<file path="src/rtl/regwrite_trace.sv">
// Register-file write trace FIFO: captures {pc, reg, data} per writeback and streams it out valid/ready.
// Optional TRACE_SKIP_R0_EN: writes to register 0 are ignored (neither traced nor counted as dropped).
`timescale 1ns/1ps

package regwrite_trace_pkg;
  typedef struct packed {
    logic [11:0] pc;
    logic [4:0]  rg;
    logic [31:0] data;
  } entry_t;
endpackage

module regwrite_trace
  import regwrite_trace_pkg::*;
#(
  parameter int unsigned DEPTH = 8,
  parameter int unsigned CNT_W = 8
) (
  input  logic                     clock,
  input  logic                     reset,
  input  logic                     wr_en,
  input  logic [4:0]               wr_reg,
  input  logic [31:0]              wr_data,
  input  logic [11:0]              wr_pc,
  output logic                     out_valid,
  input  logic                     out_ready,
  output logic [11:0]              out_pc,
  output logic [4:0]               out_reg,
  output logic [31:0]              out_data,
  output logic [$clog2(DEPTH):0]   fill,
  output logic [CNT_W-1:0]         drop_cnt
);

  localparam int unsigned PTR_W  = $clog2(DEPTH);
  localparam int unsigned FILL_W = PTR_W + 1;

  entry_t             mem [DEPTH];
  entry_t             wr_entry;
  entry_t             head_q;
  entry_t             head_d;
  logic [PTR_W-1:0]   wr_ptr;
  logic [PTR_W-1:0]   rd_ptr;
  logic [PTR_W-1:0]   rd_nxt;
  logic [FILL_W-1:0]  fill_d;
  logic               push_req;
  logic               full;
  logic               pop;
  logic               push;
  logic               drop;

  // Push/pop decisions and the next head entry; the head is held in its own register.
  always_comb begin
    wr_entry = '{pc: wr_pc, rg: wr_reg, data: wr_data};
`ifdef TRACE_SKIP_R0_EN
    push_req = wr_en && (wr_reg != 5'd0);
`else
    push_req = wr_en;
`endif
    full   = (fill == FILL_W'(DEPTH));
    pop    = out_valid && out_ready;
    push   = push_req && (!full || pop);
    drop   = push_req && full && !pop;
    rd_nxt = rd_ptr + PTR_W'(1);
    fill_d = fill + FILL_W'(push) - FILL_W'(pop);
    head_d = head_q;
    if (pop) begin
      // A full push+pop overwrites the popped slot, never the next head
      if (fill > FILL_W'(1)) begin
        head_d = mem[rd_nxt];
      end else if (push) begin
        head_d = wr_entry;
      end
    end else if ((fill == '0) && push) begin
      head_d = wr_entry;
    end
  end

  always_ff @(posedge clock) begin
    if (push) begin
      mem[wr_ptr] <= wr_entry;
    end
  end

  always_ff @(posedge clock or negedge reset) begin
    if (!reset) begin
      wr_ptr    <= '0;
      rd_ptr    <= '0;
      fill      <= '0;
      out_valid <= 1'b0;
      head_q    <= '0;
      drop_cnt  <= '0;
    end else begin
      if (push) begin
        wr_ptr <= wr_ptr + PTR_W'(1);
      end
      if (pop) begin
        rd_ptr <= rd_nxt;
      end
      fill      <= fill_d;
      out_valid <= (fill_d != '0);
      head_q    <= head_d;
      if (drop && (drop_cnt != '1)) begin
        drop_cnt <= drop_cnt + CNT_W'(1);
      end
    end
  end

  assign out_pc   = head_q.pc;
  assign out_reg  = head_q.rg;
  assign out_data = head_q.data;

endmodule

</file>
<file path="config.mk">
export PLATFORM = sky130hd
export DESIGN_NAME = regwrite_trace
export DESIGN_NICKNAME = d
export VERILOG_FILES = /design/src/rtl/regwrite_trace.sv
export SDC_FILE = /design/constraint.sdc
export NUM_CORES = 1
export LEC_CHECK = 0
export CAP_MARGIN = 20
export CORE_ASPECT_RATIO = 1.2
export CORE_MARGIN = 2
export CORE_UTILIZATION = 28
export DETAILED_ROUTE_END_ITERATION = 6
export DONT_BUFFER_PORTS = 1
export GPL_TIMING_DRIVEN = 0
export PLACE_DENSITY_LB_ADDON = 0.3
export SYNTH_ARGS = -nofsm -noshare
export SYNTH_HDL_FRONTEND = slang
export SYNTH_SLANG_ARGS = --single-unit
export TNS_END_PERCENT = 20
</file>
<file path="constraint.sdc">
create_clock -name clock -period 6.8 [get_ports clock]
set_clock_uncertainty 0.05 [all_clocks]
set_input_delay 2.04 -clock clock [delete_from_list [all_inputs] [get_ports clock]]
set_output_delay 2.04 -clock clock [all_outputs]
set_load 0.005 [all_outputs]
</file>
==> summary.txt <==
Outcome
  • Status: complete, no violations

Floorplan
  • Row Count: 102
  • Die Y: 283 microns
  • Core box area: 0.0643 sq mm
  • Die X: 236 microns
  • Starting density of the core: 28.2%
  • Die ar.: 0.0669 sq mm
  • Num ports: 115

Synth
  • Seq cells post-synth: 460
  • Synth Instances: 1,056
  • EDFF count, synth: 392
  • Main combinational cell family by area after synthesis: compound AO/OA/AOI/OAI gates
  • Async set-reset flop share out of synthesis: 14.8%
  • Synth Area in Compound Gates: 9.34%
  • Post-synthesis xor/xnor area fraction: 0.724%
  • Adder-Cell Fraction of Synth Area: 0.800%
  • Ys Warns: 0
  • Syn Area/Cell: 17.2 sq um
  • Post-Synth Simple-Gate Area: 4.62%
  • Syn_nets: 1,120
  • Register area share after synthesis: 74.2%
  • Mux contribution to synthesized area: 8.23%
  • Cell Area, Synth: 0.0181 sq mm
  • Predominant post-synthesis flop cell: edfxtp_1
  • Synth unique cells: 42

Drt
  • WL met2: 23,600 microns
  • Post-DR vias/cell: 4.84
  • Total number of vias: 9,677
  • Final wirelength: 46,800 microns
  • Detailed Routing Iterations Pass 1: 5
  • Drt initial violations: 657
  • Post-DRT Antenna Nets: 0
  • WL per Instance: 23.4 microns
  • DR DRC count: 0
  • M1 WL: 18,800 microns
  • Met3 WL post-DR: 3410 microns
  • Uppermost layer routed: met4

Power
  • Sequential share of power: 38.8%
  • Net Sw Frac: 36.3%
  • Logic pwr share: 36.2%
  • Sw power: 3.69 mW
  • Total power: 10.2 mW
  • Clock power frac: 25.0%
  • Maximum vdd drop: 0.000246 V
  • Power Dens Cells: 481 mW/mm^2
  • Leakage: 7.24 nW
  • Internal power: 6.47 mW

Setup path
  • CP Max Fanout: 10
  • Slowest Stage Delay on Critical Path: 0.56 ns
  • Worst path slowest cell: a31oi_1
  • Setup crit end kind: flop
  • CP Data Arrival Time: 4.60 ns
  • Critical path data required time: 7.26 ns
  • CP Cell Sequence: nand2_1, a31oi_1, inv_1, ha_1, a211oi_2, clkbuf_2, buf_4, and2_1, a221o_1
  • WS Path Type: input port to flop
  • Critical path startpoint category: input port

Layout
  • Layout area overhead: 16.4%
  • Final nets: 1,192
  • Non-Filler Instances: 2,000
  • Largest register FFs: 392
  • Antenna diodes: 0
  • Layout cells sized above 1: 11.8%
  • Largest register by flop count: mem
  • Design Area, Final: 0.0211 sq mm

Clock network
  • Deepest clock path buffer count: 3
  • Post-cts sizing count: 0
  • CTS tree: yes
  • Hold buffer count at cts: 0
  • Setup bufs post-CTS: 0
  • H-tree levels: 2
  • Clk Latency, worst-skew pair: 0.59 ns
  • CTS sink count: 460
  • CTS buffer count: 48
  • Clk slew on worst S/H paths: 0.06 ns
  • Clock Tree Root: clkbuf_16

Place
  • HPWL after DPL: 30,200 microns
  • IO buf count: 0
  • Cells after DPL: 1,910
  • Placed Area: 0.0196 sq mm
  • Gpl congestion: 0.707

Global routing
  • Largest net degree at the start of global routing: 69
  • Gr ovfl total: 0
  • Total global-route track usage: 13.9%
  • Global-route wire length before repair: 68,700 microns
  • Antenna violations before repair: 0
  • Vias in the first global route: 10.1k

Timing
  • Headroom to the max-slew limit: 41.0%
  • Max-slew violations: 0
  • Final min period: 4.14 ns
  • RSZ-0062 raised after global routing: no
  • Final hold violation count: 0
  • Final period utilization: 60.9%
  • Hold WS: 0.467 ns
  • Post-Route Setup TNS: 0 ns
  • Highest clock rate: 242 MHz
  • Final setup violation count: 0
  • Slew at the pin with the worst max-slew slack: 0.884 ns

Job
  • Max-cap viol count: 0

Hold path
  • Hold crit path type: flop to flop
## cells by family after synthesis
logic type	Yosys count
and+or+nand+nor	141
adders and majority gates	11
xor gates and xnor gates	15
DFF	460
muxes	149
buffers and inverters	79
AOI/OAI and AO/OA	201
## cells in the mapped netlist (2+ instances only)
cell type / number / share of area, %
edfxtp_1: 392 / 65
mux2i_1: 147 / 8.1
dfrtp_1: 68 / 9.4
and2_1: 50 / 1.7
a2111oi_0: 49 / 2.4
a211oi_1: 49 / 2.0
a221o_1: 49 / 2.7
a22oi_1: 49 / 2.0
nor2b_1: 49 / 1.7
clkbuf_1: 32 / 0.66
buf_2: 25 / 0.69
inv_1: 11 / 0.23
ha_1: 10 / 0.69
nor2_1: 10 / 0.21
xor2_1: 10 / 0.48
nand2_1: 9 / 0.19
xnor2_1: 5 / 0.24
buf_6: 4 / 0.25
nand2b_1: 4 / 0.14
nor3_1: 4 / 0.11
buf_1: 3 / 0.062
buf_4: 3 / 0.12
nand3_1: 3 / 0.083
mux2_2: 2 / 0.12
nor4b_1: 2 / 0.097
## layer usage
layer | track usage [%] | vias to the layer above
met2 | 24.4 | 245
met4 | 4.30 | 0
met3 | 4.02 | 68
met1 | 16.6 | 4976
met5 | 0 | -
li1 | - | 4388
## power groups by stage
stage               registers, mW  clock network (mW)  logic (mW)
detailed placement           4.02                   0        3.74
global placement             4.07                   0        3.56
global route                 4.00                2.71        3.99
finish                       3.94                2.54        3.68
floorplan                    3.89                   0        2.49
CTS                          3.97                2.60        3.75
## cell type report
cell class                      instances  area, sq um
Buffer                                 68          329
Clock buffer                           65         1340
Clock inverter                         25          178
Fill cell                            6202        43200
Inverter                               11         41.3
Multi-Input combinational cell        517         4360
Sequential cell                       460        13500
Tap cell                              832         1040
Timing Repair Buffer                   22          363
## through the flow
stage          util, %  setup slack, ns
3_5_place_dp      30.5             2.11
2_1_floorplan        -            0.131
3_3_place_gp      29.8            -3.96
4_1_cts           32.8             2.71
6_report          32.8             2.66
5_1_grt           32.8             2.46
## layout by cell type, fill, tap and decap left out, drive strengths merged, types with 2 or more instances in the layout
master,instances
nand3,3
a22oi,49
nor3,4
dfrtp,68
a211oi,50
nor4b,2
xnor2,5
bufinv,2
xor2,10
nand2,10
inv,14
nand2b,4
and2,50
edfxtp,392
clkbuf,98
a221o,49
mux2,2
nor2b,49
a2111oi,49
nor2,11
buf,57
mux2i,147
clkinv,20
ha,10
## worst max-delay path: cells and delay by family
kind | cells | cell delay [ns]
compound gates | 3 | 1.21
buf+inv | 3 | 0.83
simple gates | 2 | 0.28
fa+ha+maj | 1 | 0.24
## worst paths after layout
kind | from | to | cells after the start | slack, ns
setup / recovery | out_ready | out_data[30] | 9 | 2.66
hold / removal | drop_cnt[7] | drop_cnt[7] | 1 | 0.47
setup reg to reg | fill[2] | out_data[30] | 10 | 3.68
hold reg to reg | drop_cnt[7] | drop_cnt[7] | 1 | 0.47
max in group asynchronous | reset | out_data[3] | 0 | 5.48
min in group asynchronous | reset | out_data[24] | 0 | 1.10
(Power assumes the default switching activity.)
